`config.mk`:
```
export PLATFORM = sky130hd
export DESIGN_NAME = cdb_arbiter_flat
export DESIGN_NICKNAME = d
export VERILOG_FILES = /design/src/rtl/cdb_arbiter_if.sv /design/src/rtl/cdb_arbiter.sv /design/src/flat_wrapper.sv
export SDC_FILE = /design/constraint.sdc
export NUM_CORES = 1
export LEC_CHECK = 0
export ABC_AREA = 1
export BUFFER_PORTS_ARGS = -buffer_cell sky130_fd_sc_hd__buf_2
export CORE_MARGIN = 1.5
export CORE_UTILIZATION = 52
export DETAILED_ROUTE_END_ITERATION = 7
export PLACE_DENSITY_LB_ADDON = 0.08
export SLEW_MARGIN = 15
export SYNTH_ARGS = -nofsm -noshare
export SYNTH_HDL_FRONTEND = slang
export SYNTH_SLANG_ARGS = --single-unit
```
`constraint.sdc`:
```
create_clock -name clk_in -period 1.6 [get_ports clk_in]
set_input_delay 0.32 -clock clk_in [delete_from_list [all_inputs] [get_ports clk_in]]
set_output_delay 0.32 -clock clk_in [all_outputs]
set_load 0.005 [all_outputs]
```
`src/rtl/cdb_arbiter_if.sv`:
```
// cdb_arbiter_if
// Groups the producer handshakes (ALU, LSU) and the registered common data
// bus into one bundle.
//   master : producer/consumer side (drives *_valid and payloads, sees
//            *_ready and the cdb_* broadcast)
//   slave  : the arbiter itself
// Signals:
//   alu_valid/alu_ready/alu_ins_id/alu_value/alu_next_PC  ALU result handshake
//   lsu_valid/lsu_ready/lsu_ins_id/lsu_value              LSU result handshake
//   cdb_valid/cdb_src/cdb_ins_id/cdb_value/cdb_next_PC    broadcast bus
interface cdb_arbiter_if #(
  parameter int ID_WIDTH   = 3,
  parameter int DATA_WIDTH = 32
);
  logic                  alu_valid;
  logic                  alu_ready;
  logic [ID_WIDTH-1:0]   alu_ins_id;
  logic [DATA_WIDTH-1:0] alu_value;
  logic [DATA_WIDTH-1:0] alu_next_PC;

  logic                  lsu_valid;
  logic                  lsu_ready;
  logic [ID_WIDTH-1:0]   lsu_ins_id;
  logic [DATA_WIDTH-1:0] lsu_value;

  logic                  cdb_valid;
  logic                  cdb_src;
  logic [ID_WIDTH-1:0]   cdb_ins_id;
  logic [DATA_WIDTH-1:0] cdb_value;
  logic [DATA_WIDTH-1:0] cdb_next_PC;

  modport master (
    output alu_valid, alu_ins_id, alu_value, alu_next_PC,
    output lsu_valid, lsu_ins_id, lsu_value,
    input  alu_ready, lsu_ready,
    input  cdb_valid, cdb_src, cdb_ins_id, cdb_value, cdb_next_PC
  );

  modport slave (
    input  alu_valid, alu_ins_id, alu_value, alu_next_PC,
    input  lsu_valid, lsu_ins_id, lsu_value,
    output alu_ready, lsu_ready,
    output cdb_valid, cdb_src, cdb_ins_id, cdb_value, cdb_next_PC
  );
endinterface

```
`src/rtl/cdb_arbiter.sv`:
```
// cdb_arbiter
// Shares the single common data bus between the ALU and the LSU. Each
// producer owns a one-entry holding register behind a valid/ready handshake;
// every cycle one held result is granted onto the registered CDB.
// Ports:
//   clk_in         system clock
//   rst_in         synchronous, active-high reset (wins over rdy_in)
//   rdy_in         global ready; all state frozen and readies low when 0
//   flush_pipline  discards held and outgoing results
//   bus            cdb_arbiter_if.slave (producer handshakes + CDB outputs)
// Build option:
//   CDB_LSU_PRIORITY_EN  defined   -> LSU always wins a tie (fixed priority)
//                        undefined -> round-robin between ALU and LSU
module cdb_arbiter #(
  parameter int ID_WIDTH   = 3,
  parameter int DATA_WIDTH = 32
) (
  input  logic           clk_in,
  input  logic           rst_in,
  input  logic           rdy_in,
  input  logic           flush_pipline,
  cdb_arbiter_if.slave   bus
);

  logic                  r_aluHoldValid;
  logic [ID_WIDTH-1:0]   r_aluHoldId;
  logic [DATA_WIDTH-1:0] r_aluHoldValue;
  logic [DATA_WIDTH-1:0] r_aluHoldNextPc;

  logic                  r_lsuHoldValid;
  logic [ID_WIDTH-1:0]   r_lsuHoldId;
  logic [DATA_WIDTH-1:0] r_lsuHoldValue;

  logic                  r_cdbValid;
  logic                  r_cdbSrc;
  logic [ID_WIDTH-1:0]   r_cdbId;
  logic [DATA_WIDTH-1:0] r_cdbValue;
  logic [DATA_WIDTH-1:0] r_cdbNextPc;

  logic                  w_grantAlu;
  logic                  w_grantLsu;
  logic                  w_aluReady;
  logic                  w_lsuReady;
  logic                  w_aluAccept;
  logic                  w_lsuAccept;

`ifndef CDB_LSU_PRIORITY_EN
  // Source that won the most recent grant: 0 = ALU, 1 = LSU.
  logic                  r_rrLast;
`endif

  // Grant is derived purely from the holding registers so that no producer
  // valid input can ripple through to a ready output. A lone valid hold
  // always wins; a tie is broken by the arbitration policy.
  always_comb begin
    w_grantAlu = 1'b0;
    w_grantLsu = 1'b0;
    if (r_aluHoldValid && r_lsuHoldValid) begin
`ifdef CDB_LSU_PRIORITY_EN
      w_grantLsu = 1'b1;
`else
      w_grantAlu = r_rrLast;
      w_grantLsu = ~r_rrLast;
`endif
    end else begin
      w_grantAlu = r_aluHoldValid;
      w_grantLsu = r_lsuHoldValid;
    end
  end

  // A hold can take a new result when it is empty or is being drained this
  // cycle, which is what lets a single producer stream at full rate.
  assign w_aluReady  = rdy_in & ~flush_pipline & (~r_aluHoldValid | w_grantAlu);
  assign w_lsuReady  = rdy_in & ~flush_pipline & (~r_lsuHoldValid | w_grantLsu);
  assign w_aluAccept = bus.alu_valid & w_aluReady;
  assign w_lsuAccept = bus.lsu_valid & w_lsuReady;

  // ALU holding register: a same-cycle refill takes precedence over the
  // clear caused by its own grant, so the old entry leaves on the CDB while
  // the new one is captured.
  always_ff @(posedge clk_in) begin
    if (rst_in) begin
      r_aluHoldValid  <= 1'b0;
      r_aluHoldId     <= '0;
      r_aluHoldValue  <= '0;
      r_aluHoldNextPc <= '0;
    end else if (rdy_in) begin
      if (flush_pipline) begin
        r_aluHoldValid <= 1'b0;
      end else if (w_aluAccept) begin
        r_aluHoldValid  <= 1'b1;
        r_aluHoldId     <= bus.alu_ins_id;
        r_aluHoldValue  <= bus.alu_value;
        r_aluHoldNextPc <= bus.alu_next_PC;
      end else if (w_grantAlu) begin
        r_aluHoldValid <= 1'b0;
      end
    end
  end

  // LSU holding register: same refill/drain behaviour as the ALU side, but
  // loads and stores never redirect the PC so no next-PC field is kept.
  always_ff @(posedge clk_in) begin
    if (rst_in) begin
      r_lsuHoldValid <= 1'b0;
      r_lsuHoldId    <= '0;
      r_lsuHoldValue <= '0;
    end else if (rdy_in) begin
      if (flush_pipline) begin
        r_lsuHoldValid <= 1'b0;
      end else if (w_lsuAccept) begin
        r_lsuHoldValid <= 1'b1;
        r_lsuHoldId    <= bus.lsu_ins_id;
        r_lsuHoldValue <= bus.lsu_value;
      end else if (w_grantLsu) begin
        r_lsuHoldValid <= 1'b0;
      end
    end
  end

  // Registered CDB: the granted entry is copied out; with no grant only the
  // valid bit drops and the payload fields keep their last contents. A flush
  // kills whatever would have been broadcast this edge.
  always_ff @(posedge clk_in) begin
    if (rst_in) begin
      r_cdbValid  <= 1'b0;
      r_cdbSrc    <= 1'b0;
      r_cdbId     <= '0;
      r_cdbValue  <= '0;
      r_cdbNextPc <= '0;
    end else if (rdy_in) begin
      if (flush_pipline) begin
        r_cdbValid <= 1'b0;
      end else if (w_grantAlu) begin
        r_cdbValid  <= 1'b1;
        r_cdbSrc    <= 1'b0;
        r_cdbId     <= r_aluHoldId;
        r_cdbValue  <= r_aluHoldValue;
        r_cdbNextPc <= r_aluHoldNextPc;
      end else if (w_grantLsu) begin
        r_cdbValid  <= 1'b1;
        r_cdbSrc    <= 1'b1;
        r_cdbId     <= r_lsuHoldId;
        r_cdbValue  <= r_lsuHoldValue;
        r_cdbNextPc <= '0;
      end else begin
        r_cdbValid <= 1'b0;
      end
    end
  end

`ifndef CDB_LSU_PRIORITY_EN
  // Round-robin memory: starts at LSU so the ALU takes the first tie, and is
  // left untouched by a flush so fairness carries across pipeline restarts.
  always_ff @(posedge clk_in) begin
    if (rst_in) begin
      r_rrLast <= 1'b1;
    end else if (rdy_in && !flush_pipline) begin
      if (w_grantAlu) begin
        r_rrLast <= 1'b0;
      end else if (w_grantLsu) begin
        r_rrLast <= 1'b1;
      end
    end
  end
`endif

  assign bus.alu_ready   = w_aluReady;
  assign bus.lsu_ready   = w_lsuReady;
  assign bus.cdb_valid   = r_cdbValid;
  assign bus.cdb_src     = r_cdbSrc;
  assign bus.cdb_ins_id  = r_cdbId;
  assign bus.cdb_value   = r_cdbValue;
  assign bus.cdb_next_PC = r_cdbNextPc;

endmodule
```
`src/flat_wrapper.sv`:
```
// flat-port wrapper written by rule: the top's interface ports become plain ports
module cdb_arbiter_flat 
#(
  parameter int ID_WIDTH   = 3,
  parameter int DATA_WIDTH = 32
)
  (clk_in, rst_in, rdy_in, flush_pipline, bus_alu_valid, bus_alu_ins_id, bus_alu_value, bus_alu_next_PC, bus_lsu_valid, bus_lsu_ins_id, bus_lsu_value, bus_alu_ready, bus_lsu_ready, bus_cdb_valid, bus_cdb_src, bus_cdb_ins_id, bus_cdb_value, bus_cdb_next_PC);
  cdb_arbiter_if #(.ID_WIDTH(ID_WIDTH), .DATA_WIDTH(DATA_WIDTH)) bus_i ();
  input  logic clk_in;
  input  logic rst_in;
  input  logic rdy_in;
  input  logic flush_pipline;
  input wire logic [$bits(bus_i.alu_valid)-1:0] bus_alu_valid;
  input wire logic [$bits(bus_i.alu_ins_id)-1:0] bus_alu_ins_id;
  input wire logic [$bits(bus_i.alu_value)-1:0] bus_alu_value;
  input wire logic [$bits(bus_i.alu_next_PC)-1:0] bus_alu_next_PC;
  input wire logic [$bits(bus_i.lsu_valid)-1:0] bus_lsu_valid;
  input wire logic [$bits(bus_i.lsu_ins_id)-1:0] bus_lsu_ins_id;
  input wire logic [$bits(bus_i.lsu_value)-1:0] bus_lsu_value;
  output wire logic [$bits(bus_i.alu_ready)-1:0] bus_alu_ready;
  output wire logic [$bits(bus_i.lsu_ready)-1:0] bus_lsu_ready;
  output wire logic [$bits(bus_i.cdb_valid)-1:0] bus_cdb_valid;
  output wire logic [$bits(bus_i.cdb_src)-1:0] bus_cdb_src;
  output wire logic [$bits(bus_i.cdb_ins_id)-1:0] bus_cdb_ins_id;
  output wire logic [$bits(bus_i.cdb_value)-1:0] bus_cdb_value;
  output wire logic [$bits(bus_i.cdb_next_PC)-1:0] bus_cdb_next_PC;
  assign bus_i.alu_valid = bus_alu_valid;
  assign bus_i.alu_ins_id = bus_alu_ins_id;
  assign bus_i.alu_value = bus_alu_value;
  assign bus_i.alu_next_PC = bus_alu_next_PC;
  assign bus_i.lsu_valid = bus_lsu_valid;
  assign bus_i.lsu_ins_id = bus_lsu_ins_id;
  assign bus_i.lsu_value = bus_lsu_value;
  assign bus_alu_ready = bus_i.alu_ready;
  assign bus_lsu_ready = bus_i.lsu_ready;
  assign bus_cdb_valid = bus_i.cdb_valid;
  assign bus_cdb_src = bus_i.cdb_src;
  assign bus_cdb_ins_id = bus_i.cdb_ins_id;
  assign bus_cdb_value = bus_i.cdb_value;
  assign bus_cdb_next_PC = bus_i.cdb_next_PC;
  cdb_arbiter #(.ID_WIDTH(ID_WIDTH), .DATA_WIDTH(DATA_WIDTH)) u_core (.clk_in(clk_in), .rst_in(rst_in), .rdy_in(rdy_in), .flush_pipline(flush_pipline), .bus(bus_i));
endmodule
```
== Yosys cells after proc, flatten, opt, wreduce, memory -nomap -nowiden ==
Cells that the tools add are included.
Storage, ports and cells
  input bits: 108
  register bits: 174
  word-level logic and storage cells: 55
  output and inout bits: 71
Operators by class
  reduce and logical (&&, ||, !) cells: 12
  bitwise gates (word level): 11
  mux-type cells: 19
Operators by type and width (number)
  two-way mux 32 bit: 4
  two-way mux 1 bit: 13
  AND reduction 3 bit: 3
  two-way mux 3 bit: 2
  AND reduction 2 bit: 3
  nonzero test 3 bit: 2
  AND 1 bit: 5
  NOT 1 bit: 4
  logical AND 1 bit: 2
  bitwise OR 1 bit: 2
  nonzero test 2 bit: 1
  logical NOT 1 bit: 1

== Logic depth before layout (Yosys ltp) ==
Gate-level depths: netlist of run 1.
  depth in word-level cells: 7
  gate-level depth with buffers: 8
  gate-level depth less buffers: 7

== Worst setup path before layout of run 1 ==
No wires, ideal clock.
  path type: flip-flop to flip-flop
  start point: reg u_core.r_aluHoldValid
  end point: reg u_core.r_cdbValue[3] (netlist: u_core.bus.cdb_value[3])
  clock period less this slack: 1.283 ns
  buffers on the path: 3
  setup time: 0.109 ns
  stages on the path, launching flop included: 9
  required time: 1.491 ns
  path slack: 0.317 ns
  arrival time: 1.174 ns
  cell sequence: dfxtp_1 -> clkbuf_2 -> nor2_1 -> nor2_4 -> buf_4 -> buf_2 -> nand3_1 -> nand2_1 -> inv_1
On the way
  cells in the longest elaborated chain, start to end: 4
  elaborated cells between the ends (all ways): 6
  classes of those cells: mux (3); reduce/logical (3)
RTL lines
  start: declaration: RTL line cdb_arbiter.sv:25  | logic r_aluHoldValid;
  start signal: assignment: RTL line cdb_arbiter.sv:83  | r_aluHoldValid <= 1'b0;
  start signal: assignment: RTL line cdb_arbiter.sv:89  | r_aluHoldValid <= 1'b0;
  start signal: assignment: RTL line cdb_arbiter.sv:91  | r_aluHoldValid <= 1'b1;
  logical AND 1 bit: RTL line cdb_arbiter.sv:58  | if (r_aluHoldValid && r_lsuHoldValid) begin
  two-way mux 1 bit: RTL line cdb_arbiter.sv:58
  nonzero test 2 bit (no line)
  AND reduction 3 bit (no line)
  end signal: assignment: RTL line cdb_arbiter.sv:138  | r_cdbValue <= r_aluHoldValue;
  end signal: assignment: RTL line cdb_arbiter.sv:144  | r_cdbValue <= r_lsuHoldValue;
  end: declaration: RTL line cdb_arbiter.sv:37  | logic [DATA_WIDTH-1:0] r_cdbValue;
Parallel ways exist; a longest one is shown, timed or not.
A chain may end at the register's enable or synchronous reset.

== Worst setup path after layout of run 1 ==
  start point: reg u_core.r_aluHoldValid
  end point: out bus_alu_ready
On the way
  cells in the longest elaborated chain, start to end: 4
  elaborated cells between the ends (all ways): 5
  classes of those cells: mux (1); bitwise (3); reduce/logical (1)
RTL lines
  logical AND 1 bit: RTL line cdb_arbiter.sv:58
  two-way mux 1 bit: RTL line cdb_arbiter.sv:58
  bitwise OR 1 bit (*): RTL line cdb_arbiter.sv:73  | assign w_aluReady = rdy_in & ~flush_pipline & (~r_aluHoldValid | w_grantAlu);
  AND 1 bit (*): RTL line cdb_arbiter.sv:73
  end: declaration: RTL line flat_wrapper.sv:20  | output wire logic [$bits(bus_i.alu_ready)-1:0] bus_alu_ready;
Every way passes the cells marked *; elsewhere a longest branch is shown, timed or not.

==> results.json, run 1 <==
{
  "fin_nets": 1194,
  "fp.dieH_microns": 118,
  "layout_setup_ws_ns": 0.0340,
  "cts_made_buffers": 17,
  "core_sq_um": 12700,
  "cts_buffer_depth": 2,
  "hold_violations": 0,
  "die_area_sq_um": 13800,
  "remaining_drc_errors": 0,
  "ys_ff_latch": 174,
  "max_slew_margin_pct": 72.8,
  "setup_viol": 0,
  "end_kind": "output pin",
  "tns_ns": 0,
  "syn_area_per_cell_sq_um": 7.34,
  "dp_slack_ns": 0.0743,
  "ios": 179,
  "insertion_delay_ns": 0.42,
  "gp_congestion": 0.802,
  "clock_skew_ns": 0.00682,
  "grt_max_degree": 66,
  "cts.clk_slew.worst_paths_ns": 0.06,
  "layout_common_cells": "nand2_1 (248), buf_2 (176), dfxtp_1 (171)",
  "ys_seq_area_share_pct": 51.0,
  "ys_types": 18,
  "syn_inst": 930,
  "drive_above_1_share_pct": 23.2,
  "fp.dieW_microns": 118,
  "crit_arrival_ns": 1.25,
  "min_period_over_period_pct": 97.9,
  "vdd.ir_drop.worst_v": 0.000759,
  "rsz0062_at_grt": "true",
  "grt_pass1_wl_microns": 29900,
  "std_cell_rows": 41,
  "synth_nets": 1038,
  "hpwl_microns": 11200,
  "leakagePower_uw": 0.00369,
  "via_count": 6596,
  "fmax_ghz": 0.639,
  "path_class": "flop to output pin",
  "start_kind": "flop",
  "ctsHoldBuffers": 0,
  "cts_tree": "built",
  "grt_use_total_pct": 26.7,
  "grt_overflow": 0,
  "cts.htree.levels": 4,
  "drt-initial-drc-count": 714,
  "via_per_inst": 5.19,
  "outcome": "finished, final reports clean",
  "synth_top_area_share_pct": 51.0,
  "ant_nets": 0,
  "cts.sinks": 174,
  "root_buffer": "clkbuf_16",
  "drv_slew": 0,
  "start_util_pct": 53.7,
  "hold-worst-slack_ns": 0.155,
  "dp_cells": 1228,
  "synth_area_leaders": "dfxtp_1 (51%), nand2_1 (14%), nand3_1 (13%), a21oi_1 (10%), nor2_1 (4.0%)",
  "fill_cells": 1185,
  "required_ns": 1.28,
  "syn_area_sq_um": 6830,
  "portBuffers": 178,
  "min_path_type": "primary input to flop",
  "fin_cells": 1272,
  "routed_wl_microns": 18300,
  "multiInputGateArea_sq_um": 2860,
  "area_growth_pct": 27.1,
  "first_pass_iters": 5,
  "yosysTopAreaCell": "dfxtp_1",
  "final_common_cell": "nand2_1",
  "power_density_nw_per_um2": 1100,
  "grt_pass1_vias": 6046,
  "worst_slew_pin_slew_ns": 0.408,
  "layout_min_cycle_time_ns": 1.57,
  "yosys_warnings": 0,
  "antenna_found_initial": 3,
  "max_cap_viol_count": 0,
  "avgRoutedWirePerCell_microns": 14.4,
  "seqCellArea_sq_um": 3490,
  "path_max_fanout": 4
}
==> per-layer routing <==
layer	track usage, %	wire [microns]	up-vias
li1	-	-	3338
met1	35.1	8000	3025
met2	42.8	8700	208
met3	6.35	1230	25
met4	9.83	363	0
met5	0	0	-
==> synth_stat cells, drive strengths merged <==
master,n
nand2,250
dfxtp,174
nand3,173
a21oi,139
nor2,75
buf,48
inv,40
clkbuf,28
o21ai,2
a21boi,1
==> worst max-delay path: stages (launching register included) <==
cell     delay (ns)
dfxtp_4        0.38
nand2_4        0.06
nor2_4         0.11
nor2_4         0.05
buf_12         0.13
buf_6          0.10
==> area by class of cell <==
| type | count | share of cell area, % |
|---|---|---|
| timing repair buffer | 213 | 15.4 |
| multi-input combinational | 640 | 32.9 |
| clock buffer | 23 | 5.51 |
| inverter | 40 | 1.79 |
| clock inverter | 7 | 1.56 |
| sequential | 174 | 40.2 |
| antenna | 3 | 0.0865 |
| tap | 172 | 2.48 |
==> report_power, final <==
group          switching, uW  total, uW  internal [uW]
logic                    438        755            317
registers               61.6       4510           4450
clock network           1600       4310           2710
total                   2100       9580           7480
==> sequential cells by signal, summed over array words and instances, names as in the netlist, 3 cells and up <==
register / cells
u_core.bus.cdb_value: 32
u_core.bus.cdb_ins_id: 3
u_core.r_aluHoldNextPc: 32
u_core.r_aluHoldId: 3
u_core.r_aluHoldValue: 32
u_core.r_lsuHoldValue: 32
u_core.r_lsuHoldId: 3
u_core.bus.cdb_next_PC: 32
==> final timing paths <==
kind | start | end | slack, ns | cells after the start
setup / recovery | u_core.r_aluHoldValid | bus_alu_ready | 0.03 | 5
hold / removal | bus_alu_next_PC[13] | u_core.r_aluHoldNextPc[13] | 0.16 | 3
setup reg to reg | u_core.r_lsuHoldValid | u_core.bus.cdb_value[20] | 0.14 | 7
hold reg to reg | u_core.bus.cdb_next_PC[3] | u_core.bus.cdb_next_PC[3] | 0.46 | 2
==> stage by stage <==
step	utilization [%]	total power, uW	cell area, sq um
floorplan	-	5000	6830
global placement	62.2	5320	7910
detailed placement	62.2	5320	7910
CTS	67.9	9620	8640
global route	68.2	9890	8680
finish	68.2	9580	8680
==> timing repair <==
action / 4_1_cts / 5_1_grt
setup buffers: 7 / 3
setup endpoints to repair: 2 / 36
resized for setup: 11 / 3
endpoints found under the hold margin: 0 / 0
cloned: 1 / 0
pin swaps: 3 / 2
==> cell families after synthesis <==
| logic type | Yosys count | share of synthesized area, % |
|---|---|---|
| AO/OA/AOI/OAI | 142 | 10.5 |
| buffers and inverters | 116 | 7.60 |
| AND/OR/NAND/NOR | 498 | 30.9 |
| flip-flops | 174 | 51.0 |
Power figures use the tool's default switching activity.
==> inputs of run 2 (changes only) <==
- REMOVE_ABC_BUFFERS: not set -> 1
- SLEW_MARGIN: 15 -> not set
==> run 2 against run 1 <==
  * Register-to-register slack lost 0.02 ns
  * Critical path type unchanged
  * Largest power group unchanged
  * Fmax grew 0.74%
  * Global-route usage shrank 0.79 points
  * Routed wire length shrank 0.88%
  * Utilization shrank 0.50 points
  * Critical endpoint unchanged
  * Largest cell class unchanged
==> results.json, run 2 (synthesis results as in run 1) <==
{
  "fp.dieH_microns": 118,
  "grt_overflow": 0,
  "layout_min_cycle_time_ns": 1.55,
  "critical-path-top-delay-family": "flip-flops",
  "drv_slew": 0,
  "path_common_cell": "nor2_4",
  "grt_pass1_vias": 5808,
  "critical-path-max-stage-delay_ns": 0.36,
  "outcome": "finished, final reports clean",
  "via_count": 6545,
  "final_common_cell": "nand2_1",
  "power_density_nw_per_um2": 1070,
  "start_kind": "flop",
  "reg2reg_from": "u_core.r_lsuHoldValid",
  "r2r_cells": 7,
  "antenna_found_initial": 0,
  "start_util_pct": 53.7,
  "p_sw_share_pct": 22.8,
  "path_buf_inv": 1,
  "cts.sinks": 174,
  "fp.dieW_microns": 118,
  "portBuffers": 178,
  "ios": 179,
  "cts.clk_slew.worst_paths_ns": 0.06,
  "hpwl_microns": 11200,
  "max_slew_margin_pct": 75.7,
  "grt_pass1_wl_microns": 28900,
  "insertion_delay_ns": 0.42,
  "tns_ns": 0,
  "cts_made_buffers": 17,
  "core_sq_um": 12700,
  "gp_congestion": 0.787,
  "endpoint": "bus_alu_ready",
  "layout_setup_ws_ns": 0.0455,
  "drive_above_1_share_pct": 23.5,
  "r2r-end": "u_core.r_aluHoldValue[25]",
  "fmax_ghz": 0.643,
  "n_antenna_cell": 0,
  "ant_nets": 0,
  "leakagePower_uw": 0.00366,
  "max_cap_viol_count": 0,
  "worstPathCellList": "nand2_1 -> nor2_4 -> nor2_4 -> buf_2",
  "die_area_sq_um": 13800,
  "p_comb_share_pct": 8.3,
  "power.share.sequential_pct": 48.7,
  "power.clock.fraction_pct": 43.0,
  "clock_skew_ns": 0.00533,
  "ctsHoldBuffers": 0,
  "startpoint": "u_core.r_lsuHoldValid",
  "fin_nets": 1195,
  "area_growth_pct": 26.2,
  "cts_buffer_depth": 2,
  "std_cell_rows": 41,
  "root_buffer": "clkbuf_16",
  "hold_violations": 0,
  "first_pass_iters": 4,
  "vdd.ir_drop.worst_v": 0.000634,
  "ff2ff_setup_slack_ns": 0.12,
  "path_depth": 4,
  "p_int_uw": 7140,
  "dp_slack_ns": 0.0569,
  "hold-worst-slack_ns": 0.130,
  "path_class": "flop to output pin",
  "setup_viol": 0,
  "critPathSlowestCell": "dfxtp_4",
  "p_switching_uw": 2110,
  "cts.htree.levels": 4,
  "min_period_over_period_pct": 97.2,
  "via_per_inst": 5.15,
  "required_ns": 1.28,
  "cts_tree": "built",
  "crit_arrival_ns": 1.23,
  "worst_slew_pin_slew_ns": 0.364,
  "avgRoutedWirePerCell_microns": 14.3,
  "drt-initial-drc-count": 599,
  "grt_use_total_pct": 25.9,
  "min_path_type": "primary input to flop",
  "end_kind": "output pin",
  "grt_max_degree": 56,
  "remaining_drc_errors": 0,
  "path_max_fanout": 4,
  "routed_wl_microns": 18100,
  "layout_common_cells": "nand2_1 (248), buf_2 (177), dfxtp_1 (171)"
}
run 2: repair_timing:
action	in CTS	in global routing
gates resized for setup	7	6
endpoints found under the hold margin	0	0
gates cloned	0	1
pin swaps	2	1
setup buffers	6	2
setup endpoints to repair	2	37
run 2: final cells by class:
type                    instances  area (sq um)
fillers                      1175          4110
flip-flops and latches        174          3490
multi-input cells             640          2860
repair buffers                214          1320
clock buffers                  26           519
well taps                     172           215
inverters                      40           155
clock inverters                 6          55.1
run 2: worst min-delay path by stage:
stage                               startpoint                    endpoint  slack [ns]  depth (start not counted)
detailed placement  u_core.bus.cdb_next_PC[24]  u_core.bus.cdb_next_PC[24]        0.45                          2
floorplan                               rst_in   u_core.bus.cdb_next_PC[0]        0.39                          1
global route                            rst_in  u_core.r_aluHoldNextPc[24]        0.11                          2
finish                                  rst_in   u_core.bus.cdb_next_PC[3]        0.13                          2
CTS                                     rst_in  u_core.r_aluHoldNextPc[24]        0.12                          2
global placement     u_core.bus.cdb_next_PC[2]   u_core.bus.cdb_next_PC[2]        0.45                          2
run 2: metal layers:
| metal | vias to the layer above | GRT usage, % | routed length [microns] |
|---|---|---|---|
| li1 | 3337 | - | - |
| met1 | 2999 | 35.1 | 8430 |
| met2 | 193 | 42.0 | 8630 |
| met3 | 16 | 5.09 | 869 |
| met4 | 0 | 7.77 | 210 |
| met5 | - | 0 | 0 |
run 2: metrics by stage:
step	cells	total power, uW	utilization, %	area (sq um)
2_1_floorplan	854	4870	-	6460
3_3_place_gp	1232	5330	62.5	7950
3_5_place_dp	1232	5340	62.5	7950
4_1_cts	1269	9270	67.3	8560
5_1_grt	1272	9610	67.7	8620
6_report	1272	9250	67.7	8620
run 2: power by group through the flow:
stage	registers, uW	clock network (uW)	logic, uW
floorplan	4590	0	277
global placement	4600	0	734
detailed placement	4600	0	738
CTS	4500	4020	749
global route	4510	4250	841
finish	4500	3980	763
